File: config.mk
export PLATFORM = sky130hd
export DESIGN_NAME = vector_beat_sequencer
export DESIGN_NICKNAME = d
export VERILOG_FILES = /design/src/rtl/vec_pkg.sv /design/src/rtl/vec_decode.sv /design/src/rtl/vector_beat_sequencer.sv
export SDC_FILE = /design/constraint.sdc
export NUM_CORES = 1
export LEC_CHECK = 0
export CAP_MARGIN = 25
export CORE_AREA = 2 2 61 63
export CTS_BUF_LIST = sky130_fd_sc_hd__clkbuf_8
export CTS_CLUSTER_DIAMETER = 80
export DETAILED_ROUTE_END_ITERATION = 12
export DIE_AREA = 0 0 63 65
export MAX_ROUTING_LAYER = met4
export PLACE_DENSITY_LB_ADDON = 0.2
export SETUP_SLACK_MARGIN = 0.02
export SYNTH_ARGS = -nofsm -noshare
export SYNTH_HDL_FRONTEND = slang
export SYNTH_SLANG_ARGS = --single-unit
File: constraint.sdc
create_clock -name clk -period 2.9 [get_ports clk]
set_input_delay 0.58 -clock clk [delete_from_list [all_inputs] [get_ports clk]]
set_output_delay 0.58 -clock clk [all_outputs]
set_load 0.01 [all_outputs]
File: src/rtl/vec_pkg.sv
// Shared opcode/ALU encodings, FSM states and the decode record used by the
// vector issue sequencer and its opcode decoder.
package vec_pkg;

  localparam logic [4:0] OP_ADDV   = 5'b00010;
  localparam logic [4:0] OP_SUBV   = 5'b10001;
  localparam logic [4:0] OP_XORIV  = 5'b00110;
  localparam logic [4:0] OP_MOVV   = 5'b00100;
  localparam logic [4:0] OP_LSLV   = 5'b01001;
  localparam logic [4:0] OP_LSRV   = 5'b01010;
  localparam logic [4:0] OP_RORV   = 5'b00111;
  localparam logic [4:0] OP_ROLV   = 5'b01000;
  localparam logic [4:0] OP_LOADV  = 5'b01110;
  localparam logic [4:0] OP_STOREV = 5'b10000;

  localparam logic [3:0] ALU_NOP = 4'b0000;
  localparam logic [3:0] ALU_ADD = 4'b0001;
  localparam logic [3:0] ALU_XOR = 4'b0010;
  localparam logic [3:0] ALU_MOV = 4'b0011;
  localparam logic [3:0] ALU_SUB = 4'b0100;
  localparam logic [3:0] ALU_LSL = 4'b0101;
  localparam logic [3:0] ALU_LSR = 4'b0110;
  localparam logic [3:0] ALU_ROR = 4'b0111;
  localparam logic [3:0] ALU_ROL = 4'b1000;

  typedef enum logic {
    ST_IDLE,
    ST_RUN
  } state_t;

  typedef struct packed {
    logic [3:0] alu_op;
    logic       reg_write;
    logic       mem_read;
    logic       mem_write;
    logic       mem_to_reg;
    logic       dst_is_vd;
    logic       uses_vs2;
    logic       legal;
  } decode_t;

  // Register-to-register ALU instruction: writes back, never touches memory.
  function automatic decode_t alu_decode(input logic [3:0] op, input logic dst_is_vd,
                                         input logic uses_vs2);
    decode_t d;
    d            = '0;
    d.alu_op     = op;
    d.reg_write  = 1'b1;
    d.dst_is_vd  = dst_is_vd;
    d.uses_vs2   = uses_vs2;
    d.legal      = 1'b1;
    return d;
  endfunction

endpackage

File: src/rtl/vec_decode.sv
// Combinational opcode decoder; unknown opcodes decode to all-zero (legal=0),
// which also keeps them from ever raising a hazard.
module vec_decode
  import vec_pkg::*;
(
  input  logic [4:0] opcode,
  output decode_t    dec
);

  always_comb begin
    dec = '0;
    case (opcode)
      OP_ADDV:  dec = alu_decode(ALU_ADD, 1'b1, 1'b1);
      OP_SUBV:  dec = alu_decode(ALU_SUB, 1'b1, 1'b1);
      OP_XORIV: dec = alu_decode(ALU_XOR, 1'b0, 1'b0);
      OP_MOVV:  dec = alu_decode(ALU_MOV, 1'b1, 1'b0);
      OP_LSLV:  dec = alu_decode(ALU_LSL, 1'b1, 1'b1);
      OP_LSRV:  dec = alu_decode(ALU_LSR, 1'b1, 1'b1);
      OP_RORV:  dec = alu_decode(ALU_ROR, 1'b1, 1'b1);
      OP_ROLV:  dec = alu_decode(ALU_ROL, 1'b1, 1'b1);
      OP_LOADV: begin
        dec.alu_op     = ALU_NOP;
        dec.reg_write  = 1'b1;
        dec.mem_read   = 1'b1;
        dec.mem_to_reg = 1'b1;
        dec.legal      = 1'b1;
      end
      OP_STOREV: begin
        dec.alu_op    = ALU_NOP;
        dec.mem_write = 1'b1;
        dec.uses_vs2  = 1'b1;
        dec.legal     = 1'b1;
      end
      default: dec = '0;
    endcase
  end

endmodule

File: src/rtl/vector_beat_sequencer.sv
// Vector issue controller: accepts one instruction, issues it over NUM_BEATS
// beats and stalls issue on read-after-write hazards against recent writes.
module vector_beat_sequencer
  import vec_pkg::*;
#(
  parameter int NUM_BEATS = 4,
  parameter int REG_W     = 3,
  parameter int WB_DEPTH  = 3
) (
  input  logic                         clk,
  input  logic                         reset,
  input  logic                         instr_valid,
  output logic                         instr_ready,
  input  logic [4:0]                   opcode,
  input  logic [REG_W-1:0]             vd,
  input  logic [REG_W-1:0]             vs1,
  input  logic [REG_W-1:0]             vs2,
  input  logic                         mem_ready,
  output logic                         beat_valid,
  output logic [$clog2(NUM_BEATS)-1:0] beat_idx,
  output logic [3:0]                   alu_op,
  output logic                         reg_write,
  output logic                         mem_read,
  output logic                         mem_write,
  output logic                         mem_to_reg,
  output logic [REG_W-1:0]             wr_addr,
  output logic [REG_W-1:0]             rd_addr_a,
  output logic [REG_W-1:0]             rd_addr_b,
  output logic                         done,
  output logic                         illegal,
  output logic                         busy
);

  localparam int BW = $clog2(NUM_BEATS);
  localparam int CW = $clog2(WB_DEPTH + 1);

  state_t           state_reg;
  logic [BW-1:0]    beat_reg;
  logic [3:0]       alu_op_reg;
  logic             reg_write_reg;
  logic             mem_read_reg;
  logic             mem_write_reg;
  logic             mem_to_reg_reg;
  logic [REG_W-1:0] dst_reg;
  logic [REG_W-1:0] src_a_reg;
  logic [REG_W-1:0] src_b_reg;
  logic [REG_W-1:0] pend_dst_reg;
  logic [CW-1:0]    pend_cnt_reg;
  logic             illegal_reg;

  decode_t          dec_in;
  logic             run;
  logic             last_beat;
  logic             advance;
  logic             last_adv;
  logic             hit_a;
  logic             hit_b;
  logic             hazard;
  logic             accept;
  logic [REG_W-1:0] dst_in;

  vec_decode u_decode (
    .opcode (opcode),
    .dec    (dec_in)
  );

  assign run       = (state_reg == ST_RUN);
  assign last_beat = (beat_reg == BW'(NUM_BEATS - 1));
  assign advance   = !(mem_read_reg || mem_write_reg) || mem_ready;
  assign last_adv  = run && last_beat && advance;
  assign dst_in    = dec_in.dst_is_vd ? vd : vs2;

  // The in-flight destination only matters on the cycle its last beat retires,
  // since that is the only point in RUN where a new instruction can be taken.
  always_comb begin
    hit_a  = ((pend_cnt_reg != '0) && (vs1 == pend_dst_reg)) ||
             (last_adv && reg_write_reg && (vs1 == dst_reg));
    hit_b  = ((pend_cnt_reg != '0) && (vs2 == pend_dst_reg)) ||
             (last_adv && reg_write_reg && (vs2 == dst_reg));
    hazard = dec_in.legal && (hit_a || (dec_in.uses_vs2 && hit_b));
  end

  assign instr_ready = !reset && !hazard && (!run || last_adv);
  assign accept      = instr_valid && instr_ready;

  always_ff @(posedge clk or posedge reset) begin
    if (reset) begin
      state_reg      <= ST_IDLE;
      beat_reg       <= '0;
      alu_op_reg     <= '0;
      reg_write_reg  <= 1'b0;
      mem_read_reg   <= 1'b0;
      mem_write_reg  <= 1'b0;
      mem_to_reg_reg <= 1'b0;
      dst_reg        <= '0;
      src_a_reg      <= '0;
      src_b_reg      <= '0;
      pend_dst_reg   <= '0;
      pend_cnt_reg   <= '0;
      illegal_reg    <= 1'b0;
    end else begin
      illegal_reg <= 1'b0;

      if (pend_cnt_reg != '0) begin
        pend_cnt_reg <= pend_cnt_reg - 1'b1;
      end
      if (last_adv && reg_write_reg) begin
        pend_dst_reg <= dst_reg;
        pend_cnt_reg <= CW'(WB_DEPTH);
      end

      if (!run || last_adv) begin
        if (accept && dec_in.legal) begin
          state_reg      <= ST_RUN;
          beat_reg       <= '0;
          alu_op_reg     <= dec_in.alu_op;
          reg_write_reg  <= dec_in.reg_write;
          mem_read_reg   <= dec_in.mem_read;
          mem_write_reg  <= dec_in.mem_write;
          mem_to_reg_reg <= dec_in.mem_to_reg;
          dst_reg        <= dec_in.reg_write ? dst_in : '0;
          src_a_reg      <= vs1;
          src_b_reg      <= dec_in.uses_vs2 ? vs2 : '0;
        end else begin
          state_reg   <= ST_IDLE;
          beat_reg    <= '0;
          illegal_reg <= accept;
        end
      end else if (advance) begin
        beat_reg <= beat_reg + 1'b1;
      end
    end
  end

  assign beat_valid = run;
  assign beat_idx   = run ? beat_reg : '0;
  assign alu_op     = run ? alu_op_reg : '0;
  assign reg_write  = run && reg_write_reg;
  assign mem_read   = run && mem_read_reg;
  assign mem_write  = run && mem_write_reg;
  assign mem_to_reg = run && mem_to_reg_reg;
  assign wr_addr    = run ? dst_reg : '0;
  assign rd_addr_a  = run ? src_a_reg : '0;
  assign rd_addr_b  = run ? src_b_reg : '0;
  assign done       = last_adv;
  assign illegal    = illegal_reg;
  assign busy       = run;

endmodule

==> tab_implementation.tex <==
\begin{tabular}{lr}
\hline
Metric & Value \\
\hline
\multicolumn{2}{l}{\textbf{Setup path}} \\
\quad Crit path launch type & primary input \\
\quad Signal arrival time at the worst endpoint & 2170 ps \\
\quad Critical path class & primary input to output port \\
\quad Worst-path cell chain & clkdlybuf4s50\_1 > xor2\_1 > or4\_4 > o41ai\_2 > a21bo\_4 > a21boi\_0 > clkbuf\_2 \\
\quad Endpoint type of the worst setup path & output port \\
\quad Cell with the biggest individual delay on the critical path & sky130\_fd\_sc\_hd\_\_or4\_4 \\
\quad Data required time at the worst endpoint & 2320 ps \\
\quad Maximum fanout along the worst path & 2 \\
\quad Longest individual stage delay on the worst path & 490 ps \\
\multicolumn{2}{l}{\textbf{Routing}} \\
\quad Vias/cell & 5.19 \\
\quad Routed wire length & 4110 um \\
\quad First drt pass iteration count & 4 \\
\quad Count of nets left with antenna violations after detail routing & 0 \\
\quad DRC Markers & 0 \\
\quad DR iter-0 viols & 75 \\
\quad Total number of vias & between 1000 and 1500 \\
\quad Per-cell routed wire length & roughly 15 um \\
\multicolumn{2}{l}{\textbf{Cells and area}} \\
\quad Total number of nets in the final design & 253 \\
\quad Layout cell share with drive strength beyond 1 & around 23\% \\
\quad Number of flip-flops under the largest register name & 4 \\
\quad Syn-to-layout area delta & 43.2\% \\
\quad Final non-filler cell area & $\sim$0.0024 sq mm \\
\quad Number of antenna repair diodes & 0 \\
\quad Filler Cell Count & between 200 and 300 \\
\quad Area used by multi-input combinational logic & 945 sq um \\
\quad FF+latch area & 651 sq um \\
\multicolumn{2}{l}{\textbf{Run}} \\
\quad Number of maximum-capacitance constraint violations & 0 \\
\multicolumn{2}{l}{\textbf{Clock tree}} \\
\quad Max H-tree Level & 1 \\
\quad CTS tree & done \\
\quad Maximum buffer depth of the clock tree & 2 \\
\quad Root cell of the clock tree & sky130\_fd\_sc\_hd\_\_clkbuf\_8 \\
\quad Clock-pin slew on the worst setup and hold paths & 90 ps \\
\quad \# clock sinks & 26 \\
\quad Clock insertion delay at the later pin of the skew report & 270 ps \\
\quad Num CTS Buffers & 3 \\
\quad Buffer count from post-CTS setup fixing & 0 \\
\multicolumn{2}{l}{\textbf{Synthesis}} \\
\quad Fraction of the mapped netlist area in simple logic gates & between 20\% and 30\% \\
\quad Fraction of the yosys area taken by sequential cells & between 30\% and 40\% \\
\quad Area of the mapped netlist & 0.00167 sq mm \\
\quad Distinct cell type count of the synthesized netlist & about 50 \\
\quad Combinational family with the most area after synthesis & simple AND/OR/NAND/NOR gates \\
\quad Share of synthesized area spent on multiplexers & 9.76\% \\
\quad Share of synthesized cell area in full adder, half adder and majority cells & 1.50\% \\
\quad Synth Register Bits & 26 \\
\quad Post-synth EDFFs & 0 \\
\quad Area fraction in compound gates after synthesis & 16.4\% \\
\quad Synth Area per Inst & between 9 and 10 sq um \\
\quad Synthesized-area fraction occupied by xor and xnor cells & about 7.4\% \\
\quad Net count after synthesis & around 190 \\
\quad Number of synthesis warnings & 0 \\
\quad Post-synth ARST share & 100\% \\
\quad Mapped Cells & 168 \\
\quad Dominant synthesized flop cell & sky130\_fd\_sc\_hd\_\_dfrtp\_1 \\
\multicolumn{2}{l}{\textbf{Timing}} \\
\quad Worst Skew & 1.65 ps \\
\quad Period Utilization, post-route & $\sim$95\% \\
\quad Shortest period the worst path allows & 2750 ps \\
\quad Setup repair after global routing missed its margin & no \\
\quad Number of max-slew violations in the final report & 0 \\
\quad Achievable Freq & 364 MHz \\
\quad Slew headroom & approximately 62\% \\
\quad Final Hold Viols & 0 \\
\quad Worst Max-Slew Pin Slew & 558 ps \\
\quad Total setup violations reported at the end of the flow & 0 \\
\multicolumn{2}{l}{\textbf{Floorplanning}} \\
\quad Die height & between 60 and 70 um \\
\quad Num rows & 22 \\
\quad Number of top-level design ports & 42 \\
\quad Horizontal extent of the die & 63 um \\
\quad Core area & roughly 0.0035 sq mm \\
\quad Initial cell density of the core & 47.7\% \\
\quad Die Area & 0.00410 sq mm \\
\multicolumn{2}{l}{\textbf{Placed design}} \\
\quad Buffers added on ports & 41 \\
\quad Routability congestion estimate from global placement & just over 1 \\
\quad Detail Placement HPWL & about 3100 um \\
\quad Post-placement cell area & 0.00231 sq mm \\
\multicolumn{2}{l}{\textbf{Pwr}} \\
\quad Share of total power in combinational logic & 47.4\% \\
\quad Overall power of the completed layout & approximately 1.7 mW \\
\quad Highest ir drop seen on vdd & 284 uV \\
\quad Power per cell area & 698 mW/mm\^{}2 \\
\quad Switch share & 33.8\% \\
\quad Sequential Power Share & between 30\% and 40\% \\
\quad Leakage power total & 1.10 nW \\
\quad Net switching power & 0.563 mW \\
\quad Part of the total power dissipated in the clock network & 18.1\% \\
\quad Internal power summed over all cells & 1.10 mW \\
\multicolumn{2}{l}{\textbf{Global routing}} \\
\quad Total routing usage reported by global routing & 22.5\% \\
\quad Overflow left after global routing & 0 \\
\quad Met3 track demand over resource & 3.47\% \\
\quad M1 GR Usage & 26.8\% \\
\quad Vias in the first global route & about 1500 \\
\quad Antenna violations before repair & 0 \\
\quad Layer with the highest usage & met2 \\
\quad Pin count of the biggest net entering global routing & 26 \\
\quad Grt met2 use & between 30 and 40\% \\
\quad Wire length of the first global-routing pass & 6880 um \\
\multicolumn{2}{l}{\textbf{Run status}} \\
\quad Result of the run & finished, final reports clean \\
\multicolumn{2}{l}{\textbf{Worst hold path}} \\
\quad Path type of the worst min-delay path & primary input to async pin \\
\hline
\end{tabular}
[worst max-delay path: cells and delay by family]
kind / cells / cell delay, ps
buffers and inverters: 2 / 600
and+or+nand+nor: 1 / 490
AOI/OAI and AO/OA: 3 / 320
xor gates and xnor gates: 1 / 180
[metrics by stage]
step                hold slack (ps)  utilization (%)  setup TNS (ps)  worst slack [ps]  instances
floorplan                       450                -               0               424        168
global placement                466             66.1            -212              -212        276
detailed placement              476             66.1            -236              -236        276
CTS                             462             68.3               0              31.3        280
global route                    498             68.3               0              64.5        280
finish                          464             68.3               0               155        280
[layout make-up]
cell class | instances | area share (%)
clock buffer | 3 | 1.73
clock inverter | 1 | 1.26
timing repair buffer | 69 | 26.4
multi-input combinational | 125 | 39.6
tap | 48 | 2.52
sequential | 26 | 27.3
inverter | 8 | 1.26
[cell families (layout without fill, tap and decap cells)]
logic type / after synthesis / count (layout)
simple gates: 63 / 63
buf+inv: 17 / 81
fa+ha+maj: 2 / 2
mux: 12 / 12
compound gates: 34 / 34
flops: 26 / 26
xor+xnor: 14 / 14
[per-layer routing]
metal	wire, um	up-vias
li1	-	709
met4	44	0
met5	0	-
met3	132	4
met2	2140	39
met1	1790	700
[repair_timing]
item | CTS | global route
resized for setup | 3 | 4
setup endpoints to repair | 1 | 1
cloned | 0 | 0
endpoints found under the hold margin | 0 | 0
pin swaps | 1 | 1
hold buffers | 0 | 0
[layout by cell type, fill, tap and decap left out, types with 4 or more instances in the layout]
cell type / Yosys / final
sky130_fd_sc_hd__o21ai_0: 8 / 8
sky130_fd_sc_hd__nand2_1: 21 / 21
sky130_fd_sc_hd__mux2_4: 8 / 8
sky130_fd_sc_hd__xor2_1: 11 / 11
sky130_fd_sc_hd__clkdlybuf4s50_1: 0 / 39
sky130_fd_sc_hd__and2_1: 19 / 19
sky130_fd_sc_hd__o31ai_1: 5 / 5
sky130_fd_sc_hd__buf_4: 1 / 27
sky130_fd_sc_hd__nor2_1: 4 / 4
sky130_fd_sc_hd__dfrtp_1: 26 / 26
sky130_fd_sc_hd__inv_1: 8 / 8
[cell usage after synthesis, drive strengths merged, types with 2 or more instances]
cell type,n,area (sq um)
nand3,4,37.5
xnor2,3,26.3
ha,2,25.0
nor3,2,10.0
a21oi,3,15.0
nand2,21,78.8
o31ai,5,37.5
nor2,5,21.3
buf,5,33.8
nor2b,3,21.3
mux2i,2,20.0
mux2,10,143
xor2,11,96.3
clkbuf,4,15.0
a21boi,2,15.0
inv,8,30.0
o41ai,2,25.0
and3,2,12.5
a22o,3,26.3
and2,19,119
dfrtp,26,651
o21ai,9,45.0
[final timing paths]
kind                                             startpoint  depth (start not counted)  slack, ps                       end
worst max-delay path                                 vs2[1]                          7        150               instr_ready
worst min-delay path                                  reset                          2        460         illegal$_DFF_PP0_
worst max register to register  pend_cnt_reg[0]$_DFFE_PP0P_                          9        580  src_a_reg[2]$_DFFE_PP0P_
worst min register to register     src_a_reg[2]$_DFFE_PP0P_                          1        490  src_a_reg[2]$_DFFE_PP0P_
max in group asynchronous                             reset                          3       1930    dst_reg[1]$_DFFE_PP0P_
min in group clk                   src_a_reg[2]$_DFFE_PP0P_                          1        490  src_a_reg[2]$_DFFE_PP0P_
[power groups by stage]
stage          combinational (mW)  clock [mW]  sequential [mW]
2_1_floorplan               0.463           0            0.564
4_1_cts                     0.800       0.308            0.575
3_3_place_gp                0.774           0            0.577
5_1_grt                     0.865       0.322            0.590
3_5_place_dp                0.796           0            0.582
6_report                    0.790       0.302            0.575
Power figures use the tool's default switching activity.
